File: src/rtl/ttl_74148_irq.sv
// Clocked 8-input priority encoder (74148-style pins). Requests are synchronized
// and latched, and the presented code is held until the consumer acknowledges it.
module ttl_74148_irq #(
  parameter int unsigned SYNC_STAGES = 2,
  parameter bit          LEVEL       = 1'b0
) (
  input  logic       clk,
  input  logic       reset,
  input  logic [7:0] I_n,
  input  logic       EI_n,
  input  logic       ACK,
  output logic [2:0] A_n,
  output logic       GS_n,
  output logic       EO_n,
  output logic [7:0] PENDING
);

  localparam int unsigned NREQ = 8;
  localparam int unsigned IW   = 3;

  typedef enum logic [1:0] {IDLE, PRESENT, HOLD} state_t;

  state_t            state_q, state_d;
  logic [NREQ-1:0]   sync_q [SYNC_STAGES];
  logic [NREQ-1:0]   sync_n;
  logic [NREQ-1:0]   prev_q;
  logic [NREQ-1:0]   fall;
  logic [NREQ-1:0]   clr;
  logic [NREQ-1:0]   pend_d;
  logic [IW-1:0]     idx_q, idx_d;
  logic [IW-1:0]     a_n_d;
  logic              gs_n_d;
  logic              eo_n_d;

  function automatic logic [IW-1:0] top_idx(input logic [NREQ-1:0] v);
    top_idx = '0;
    for (int unsigned i = 0; i < NREQ; i++) begin
      if (v[i]) top_idx = IW'(i);
    end
  endfunction

  // Request synchronizer plus one extra stage for falling-edge detection.
  always_ff @(posedge clk) begin
    if (reset) begin
      for (int unsigned i = 0; i < SYNC_STAGES; i++) sync_q[i] <= '1;
      prev_q <= '1;
    end else begin
      sync_q[0] <= I_n;
      for (int unsigned i = 1; i < SYNC_STAGES; i++) sync_q[i] <= sync_q[i-1];
      prev_q <= sync_n;
    end
  end

  assign sync_n = sync_q[SYNC_STAGES-1];
  assign fall   = prev_q & ~sync_n;
  // A new edge on the bit being acknowledged survives the clear.
  assign pend_d = LEVEL ? ~sync_n : ((PENDING & ~clr) | fall);

  always_ff @(posedge clk) begin
    if (reset) state_q <= IDLE;
    else       state_q <= state_d;
  end

  always_comb begin
    state_d = state_q;
    case (state_q)
      IDLE:    if (!EI_n && (|PENDING)) state_d = PRESENT;
      PRESENT: if (ACK) state_d = HOLD;
               else if (EI_n) state_d = IDLE;
      HOLD:    if (!ACK) state_d = IDLE;
      default: state_d = IDLE;
    endcase
  end

  always_comb begin
    a_n_d  = '1;
    gs_n_d = 1'b1;
    idx_d  = idx_q;
    clr    = '0;
    case (state_q)
      IDLE: begin
        if (!EI_n && (|PENDING)) begin
          idx_d  = top_idx(PENDING);
          a_n_d  = ~top_idx(PENDING);
          gs_n_d = 1'b0;
        end
      end
      PRESENT: begin
        if (ACK) begin
          clr = NREQ'(1) << idx_q;
        end else if (!EI_n) begin
          a_n_d  = ~idx_q;
          gs_n_d = 1'b0;
        end
      end
      default: ;
    endcase
    eo_n_d = ~(~EI_n & (state_q == IDLE) & ~(|PENDING));
  end

  always_ff @(posedge clk) begin
    if (reset) begin
      A_n     <= '1;
      GS_n    <= 1'b1;
      EO_n    <= 1'b1;
      PENDING <= '0;
      idx_q   <= '0;
    end else begin
      A_n     <= a_n_d;
      GS_n    <= gs_n_d;
      EO_n    <= eo_n_d;
      PENDING <= pend_d;
      idx_q   <= idx_d;
    end
  end

endmodule

File: config.mk
export PLATFORM = sky130hd
export DESIGN_NAME = ttl_74148_irq
export DESIGN_NICKNAME = d
export VERILOG_FILES = /design/src/rtl/ttl_74148_irq.sv
export SDC_FILE = /design/constraint.sdc
export NUM_CORES = 1
export LEC_CHECK = 0
export CAP_MARGIN = 25
export CORE_MARGIN = 1.5
export CORE_UTILIZATION = 55
export CTS_CLUSTER_DIAMETER = 30
export DETAILED_ROUTE_END_ITERATION = 7
export DONT_BUFFER_PORTS = 1
export PLACE_DENSITY = 0.77
export SETUP_SLACK_MARGIN = 0.05
export SYNTH_ARGS = -nofsm -noshare
export SYNTH_HDL_FRONTEND = slang
export SYNTH_SLANG_ARGS = --single-unit
File: constraint.sdc
create_clock -name clk -period 1.72 [get_ports clk]
set_input_delay 0.344 -clock clk [delete_from_list [all_inputs] [get_ports clk]]
set_output_delay 0.344 -clock clk [all_outputs]
set_load 0.01 [all_outputs]
[After elaboration in Yosys (flattened, before gate mapping)]
Memories as Yosys holds them, arrays and structs flattened.
Cells that the tools add are included.
Word-level totals
  word-level logic and storage cells: 63
  bits in writable memories: 16
  memories: 1
  register bits after elaboration: 26
Operators by class
  shift-type cells: 1
  bitwise gates (word level): 14
  equal/unequal tests: 5
  reductions and logical operators: 6
  mux-type cells: 29
Memory list
  sync_q: words 2, width 8, read ports 2, clocked after Yosys merged registers in 0, write ports 2, RTL line 24  | logic [NREQ-1:0] sync_q [SYNC_STAGES];
Operators by type and width (count)
  two-way mux 8 bit: 4
  two-way mux 3 bit: 10
  AND 8 bit: 2
  NOT 8 bit: 2
  two-way mux 2 bit: 5
  OR 8 bit: 1
  OR reduction 8 bit: 1
  left shift 1 x 3 -> 8 bit, first input constant: 1
  two-way mux 1 bit: 7
  NOT 3 bit: 2
  one-hot mux 2 bit (3 select lines): 1
  one-hot mux 3 bit (2 select lines): 1
  != test 2 bit, second input constant: 2
  != test 3 bit, second input constant: 1
  NOT 1 bit: 3
  AND reduction 3 bit: 1
  AND 1 bit: 2
  == test 2 x 1 -> 1 bit, second input constant: 1
  == test 2 bit, second input constant: 1
  zero test 2 bit: 1
  OR 1 bit: 2
  one-hot mux 1 bit (2 select lines): 1
  AND reduction 2 bit: 1
  logical AND 1 bit: 1
  zero test 1 bit: 1

[Depth between registers and ports, before layout]
  depth in word-level cells: 12
  mapped depth: 4
  gate-level depth less buffers: 4

[Least setup slack after synthesis]
OpenSTA, ideal clock, no wires.
  path type: register to register
  start: reg state_q[1]
  end: reg idx_q[0]
  clock period less this slack: 1241 ps
  cell stages (with the launch flop): 5
  data arrival time: 1111 ps
  required time: 1590 ps
  path slack: 479 ps
  cells stage by stage: dfxtp_1 or3_4 a21oi_4 and3_1 nor3_2
On the way
  cells in the longest elaborated chain, start to end: 2
Ends and longest elaborated chain
  from (decl): RTL line 23  | state_t state_q, state_d;
  from (signal assigned): RTL line 61  | else state_q <= state_d;
  zero test 2 bit: RTL line 80  | case (state_q)
  AND reduction 2 bit (no source line)
  to (signal assigned): RTL line 113  | idx_q <= idx_d;
  to (decl): RTL line 30  | logic [IW-1:0] idx_q, idx_d;
Every way passes these cells.
A chain may end at the register's enable or synchronous reset.

[Final worst setup path]
  start: reg PENDING[5]
  end: reg idx_q[1]
On the way
  cells in the longest elaborated chain, start to end: 3
  elaborated cells on any way between the ends: 6
  those cells by class: mux (3); reduce/logical (3)
Ends and longest elaborated chain
  from (decl): RTL line 15  | output logic [7:0] PENDING
  from (signal assigned): RTL line 112  | PENDING <= pend_d;
  OR reduction 8 bit or two-way mux 3 bit (tied branches): RTL line 82, 38
  logical AND 1 bit or two-way mux 3 bit (tied branches): RTL line 82, 38
  AND reduction 2 bit (no source line) or two-way mux 3 bit (tied branches)
Parallel ways exist; a longest one is shown, timed or not.

==> PnR_summary.wiki <==
{| class="wikitable"
! Metric !! Value
|-
| Run status || complete, no violations
|-
| IO buf count || 0
|-
| Largest stage delay, worst path || 0.47 ns
|-
| Via Count || 906
|-
| Clock edge transition at the registers on the reported setup and hold paths || 0.12 ns
|-
| Clock latency on the worst-skew pair || 0.34 ns
|-
| Std-Cell Core Area || 0.00248 mm2
|-
| Post-Place Worst Slack || 0.340 ns
|-
| Cell at the slowest stage of the critical path || sky130_fd_sc_hd__nor4_4
|-
| Hold Path Sink || PENDING[5]
|-
| Ys Warns || 0
|-
| Maximum buffer depth of the clock tree || 2
|-
| FF-to-FF setup slack || 0.33 ns
|-
| Pin slew with the least headroom to its limit || 0.520 ns
|-
| Critical path arrival || 1.70 ns
|-
| Launching element type of the critical path || flip-flop
|-
| P per Cell Area || 1120 mW/mm2
|-
| Max_slew headroom || 0.649
|-
| Worst flop-to-flop path startpoint || PENDING[5]
|-
| Count of cells along the worst register-to-register path || 4
|-
| Initial standard-cell utilization of the core || 0.578
|-
| Endpoint of the worst-slack reg-to-reg timing path || idx_q[1]
|-
| Number of vias per cell after detailed routing || 5.27
|-
| Synthesis-to-layout area growth || 6.03%
|-
| Number of antenna violations at the first check in global routing || 0
|-
| Startpoint of the most critical setup path || PENDING[5]
|-
| IR drop worst, VDD || 926 uV
|-
| Hold Startpoint || reset
|-
| Clock tree skew after final layout || 0.00554 ns
|-
| Routed WL || 2240 um
|-
| Top achievable clock speed || 717 MHz
|-
| Horizontal extent of the die || 54.0 um
|-
| Number of nets still failing antenna checks after routing || 0
|-
| Fraction of final layout cells with drive strength greater than 1 || 0.261
|-
| Net Count, Synth || 150
|-
| Count of buffers added by post-CTS timing repair for setup || 0
|-
| Sum of net half-perimeters after detailed placement || 1550 um
|-
| Worst path cell trace || nor4_4, a21oi_4, nor3b_1, a21o_1
|-
| Final clock period utilization by the worst path || 0.810
|-
| Floorplan die area || 0.00292 mm2
|-
| Sum of negative setup slack || 0 ns
|-
| Area after detailed placement || 0.00145 mm2
|-
| Gate count after technology mapping || 138
|-
| Drt first-iter violations || 12
|-
| FF+latch count, synth || 42
|-
| Crit path kind || flip-flop to flip-flop
|-
| H-tree levels || 2
|-
| Number of hold buffers added after cts || 0
|-
| Placed insts || 164
|-
| Aggregate global routing overflow || 0
|-
| CTS tree || built
|-
| Data required time at the worst endpoint || 2.02 ns
|-
| Core Rows || 18
|-
| Total number of clock tree sinks || 42
|-
| Hold/Removal Path Class || input pin to flip-flop
|-
| Sequential-to-total area share from yosys stat || 0.587
|-
| Final instance area || 0.00152 mm2
|-
| Antenna fix cells || 0
|-
| Setup slack after layout || 0.326 ns
|-
| Combined area of the multi-input logic cells || 564 um2
|-
| Total of cells resized after clock tree synthesis || 0
|-
| Largest net degree at the start of global routing || 40
|-
| Post-Syn Area per Cell || 10.4 um2
|-
| Number of stages on the worst setup path || 4
|-
| Pins over their slew limit || 0
|-
| Post-synthesis cell type count || 29
|-
| First-pass GRT wire length || 3630 um
|-
| Worst setup EP type || flip-flop
|-
| Via count of the first global-routing pass || 877
|-
| Number of I/O pins || 25
|-
| Per-cell routed wire length || 13.0 um
|-
| Cell count of the worst hold path || 1
|-
| Number of iterations in the first detailed-routing pass || 4
|-
| Syn Std Cell Area || 0.00143 mm2
|-
| Leakage Power || 0.568 nW
|-
| Overall Global Routing Usage || 0.184
|-
| Die outline height || 54.0 um
|-
| Reg area || 841 um2
|-
| Worst-path maximum fanout || 6
|-
| Hold Fails Final Rpt || 0
|-
| Filler cell count in the final layout || 214
|-
| Setup repair after global routing missed its margin || false
|-
| Finish-stage setup viols || 0
|-
| Final routed DRC violation total || 0
|-
| Final Instance Count excl. Fillers || 172
|-
| Post-Route Hold Slack || 0.0500 ns
|-
| Min Clock Period, post-route || 1.39 ns
|-
| Clock Tree Root || sky130_fd_sc_hd__clkbuf_4
|-
| Number of maximum-capacitance violations || 0
|-
| Number of nets in the final layout || 153
|-
| TritonCTS buffer count || 5
|-
| Routability cong. || 0.762
|-
| CP bufs+invs || 0
|-
| Family of cells with the greatest summed delay on the critical path || simple AND/OR/NAND/NOR gates
|}
-- cell usage in the layout (no fill, tap or decap) --
master	synthesis	routed
sky130_fd_sc_hd__nor4b_1	1	1
sky130_fd_sc_hd__a21oi_1	11	11
sky130_fd_sc_hd__nand4b_1	1	1
sky130_fd_sc_hd__o22ai_1	1	1
sky130_fd_sc_hd__clkinv_2	0	1
sky130_fd_sc_hd__o31ai_1	2	2
sky130_fd_sc_hd__a21oi_4	1	1
sky130_fd_sc_hd__inv_1	3	3
sky130_fd_sc_hd__and3_1	3	3
sky130_fd_sc_hd__or2_2	24	24
sky130_fd_sc_hd__o21ai_1	1	1
sky130_fd_sc_hd__a31oi_1	1	1
sky130_fd_sc_hd__clkinvlp_4	0	1
sky130_fd_sc_hd__nor2b_1	1	1
sky130_fd_sc_hd__o21ai_0	9	9
sky130_fd_sc_hd__nand2b_1	10	10
sky130_fd_sc_hd__nor2_1	5	5
sky130_fd_sc_hd__or3_1	1	1
sky130_fd_sc_hd__clkbuf_8	0	1
sky130_fd_sc_hd__nor3_2	1	1
sky130_fd_sc_hd__dfxtp_1	42	42
sky130_fd_sc_hd__or2_0	1	1
sky130_fd_sc_hd__nand2_1	6	6
sky130_fd_sc_hd__nor3b_1	1	1
sky130_fd_sc_hd__clkbuf_4	0	5
sky130_fd_sc_hd__or3_4	1	1
sky130_fd_sc_hd__nand3_1	1	1
sky130_fd_sc_hd__nor4_4	2	2
sky130_fd_sc_hd__nor3_1	1	1
sky130_fd_sc_hd__xor2_1	1	1
sky130_fd_sc_hd__a21o_1	1	1
sky130_fd_sc_hd__a32oi_1	1	1
-- Yosys cell counts (all sizes together) --
library cell | n | area [um2]
dfxtp | 42 | 841
or2 | 25 | 156
a21oi | 12 | 71.3
nand2b | 10 | 62.6
o21ai | 10 | 50.0
nand2 | 6 | 22.5
nor2 | 5 | 18.8
clkbuf | 4 | 15.0
and3 | 3 | 18.8
inv | 3 | 11.3
nor3 | 2 | 15.0
nor4 | 2 | 42.5
o31ai | 2 | 15.0
or3 | 2 | 17.5
a21o | 1 | 7.51
a31oi | 1 | 6.26
a32oi | 1 | 8.76
nand3 | 1 | 5.00
nand4b | 1 | 8.76
nor2b | 1 | 6.26
nor3b | 1 | 7.51
nor4b | 1 | 8.76
o22ai | 1 | 6.26
xor2 | 1 | 8.76
-- flip-flops by register name, summed over array words and instances (netlist names) --
signal,count
EO_n,1
A_n,3
GS_n,1
state_q,2
PENDING,8
prev_q,8
idx_q,3
sync_q,16
-- worst register-to-register path, delay by kind of cell (launching register included) --
family | cells | cell delay (ns)
AO/OA/AOI/OAI | 2 | 0.24
flip-flops | 1 | 0.41
AND/OR/NAND/NOR | 2 | 0.70
-- how the worst max path moves through the flow --
stage                            end  slack, ns
after global placement    state_q[0]       0.44
after global routing        idx_q[1]       0.20
after detailed placement    idx_q[1]       0.34
final                       idx_q[1]       0.33
after floorplan             idx_q[0]       0.48
after CTS                   idx_q[1]       0.31
-- layout make-up --
| cell class | count | area share |
|---|---|---|
| clock buffers | 6 | 0.0338 |
| clock inverters | 2 | 0.00824 |
| inverters | 3 | 0.00742 |
| multi-input cells | 89 | 0.372 |
| flip-flops and latches | 42 | 0.554 |
| well taps | 30 | 0.0247 |
-- kinds of logic after synthesis --
family / synth area share
AOI/OAI and AO/OA: 0.115
xor gates and xnor gates: 0.00612
buffers and inverters: 0.0184
DFF: 0.587
and+or+nand+nor: 0.273
-- through the flow --
step	power (mW)	utilization
6_report	1.70	0.613
5_1_grt	1.79	0.613
4_1_cts	1.72	0.613
3_5_place_dp	1.22	0.587
3_3_place_gp	1.21	0.587
2_1_floorplan	1.20	-
-- metal layers --
metal,part of all wire,GRT usage,vias up
met3,0.070,0.0778,4
met1,0.43,0.195,405
met2,0.49,0.299,27
met5,0,0,-
met4,0.017,0.117,0
li1,-,-,470
-- where the power goes --
| group | switching, mW | total (mW) | internal, mW |
|---|---|---|---|
| registers | 0.0532 | 1.08 | 1.02 |
| clock network | 0.300 | 0.496 | 0.197 |
| logic | 0.0591 | 0.125 | 0.0657 |
(Power assumes the default switching activity.)
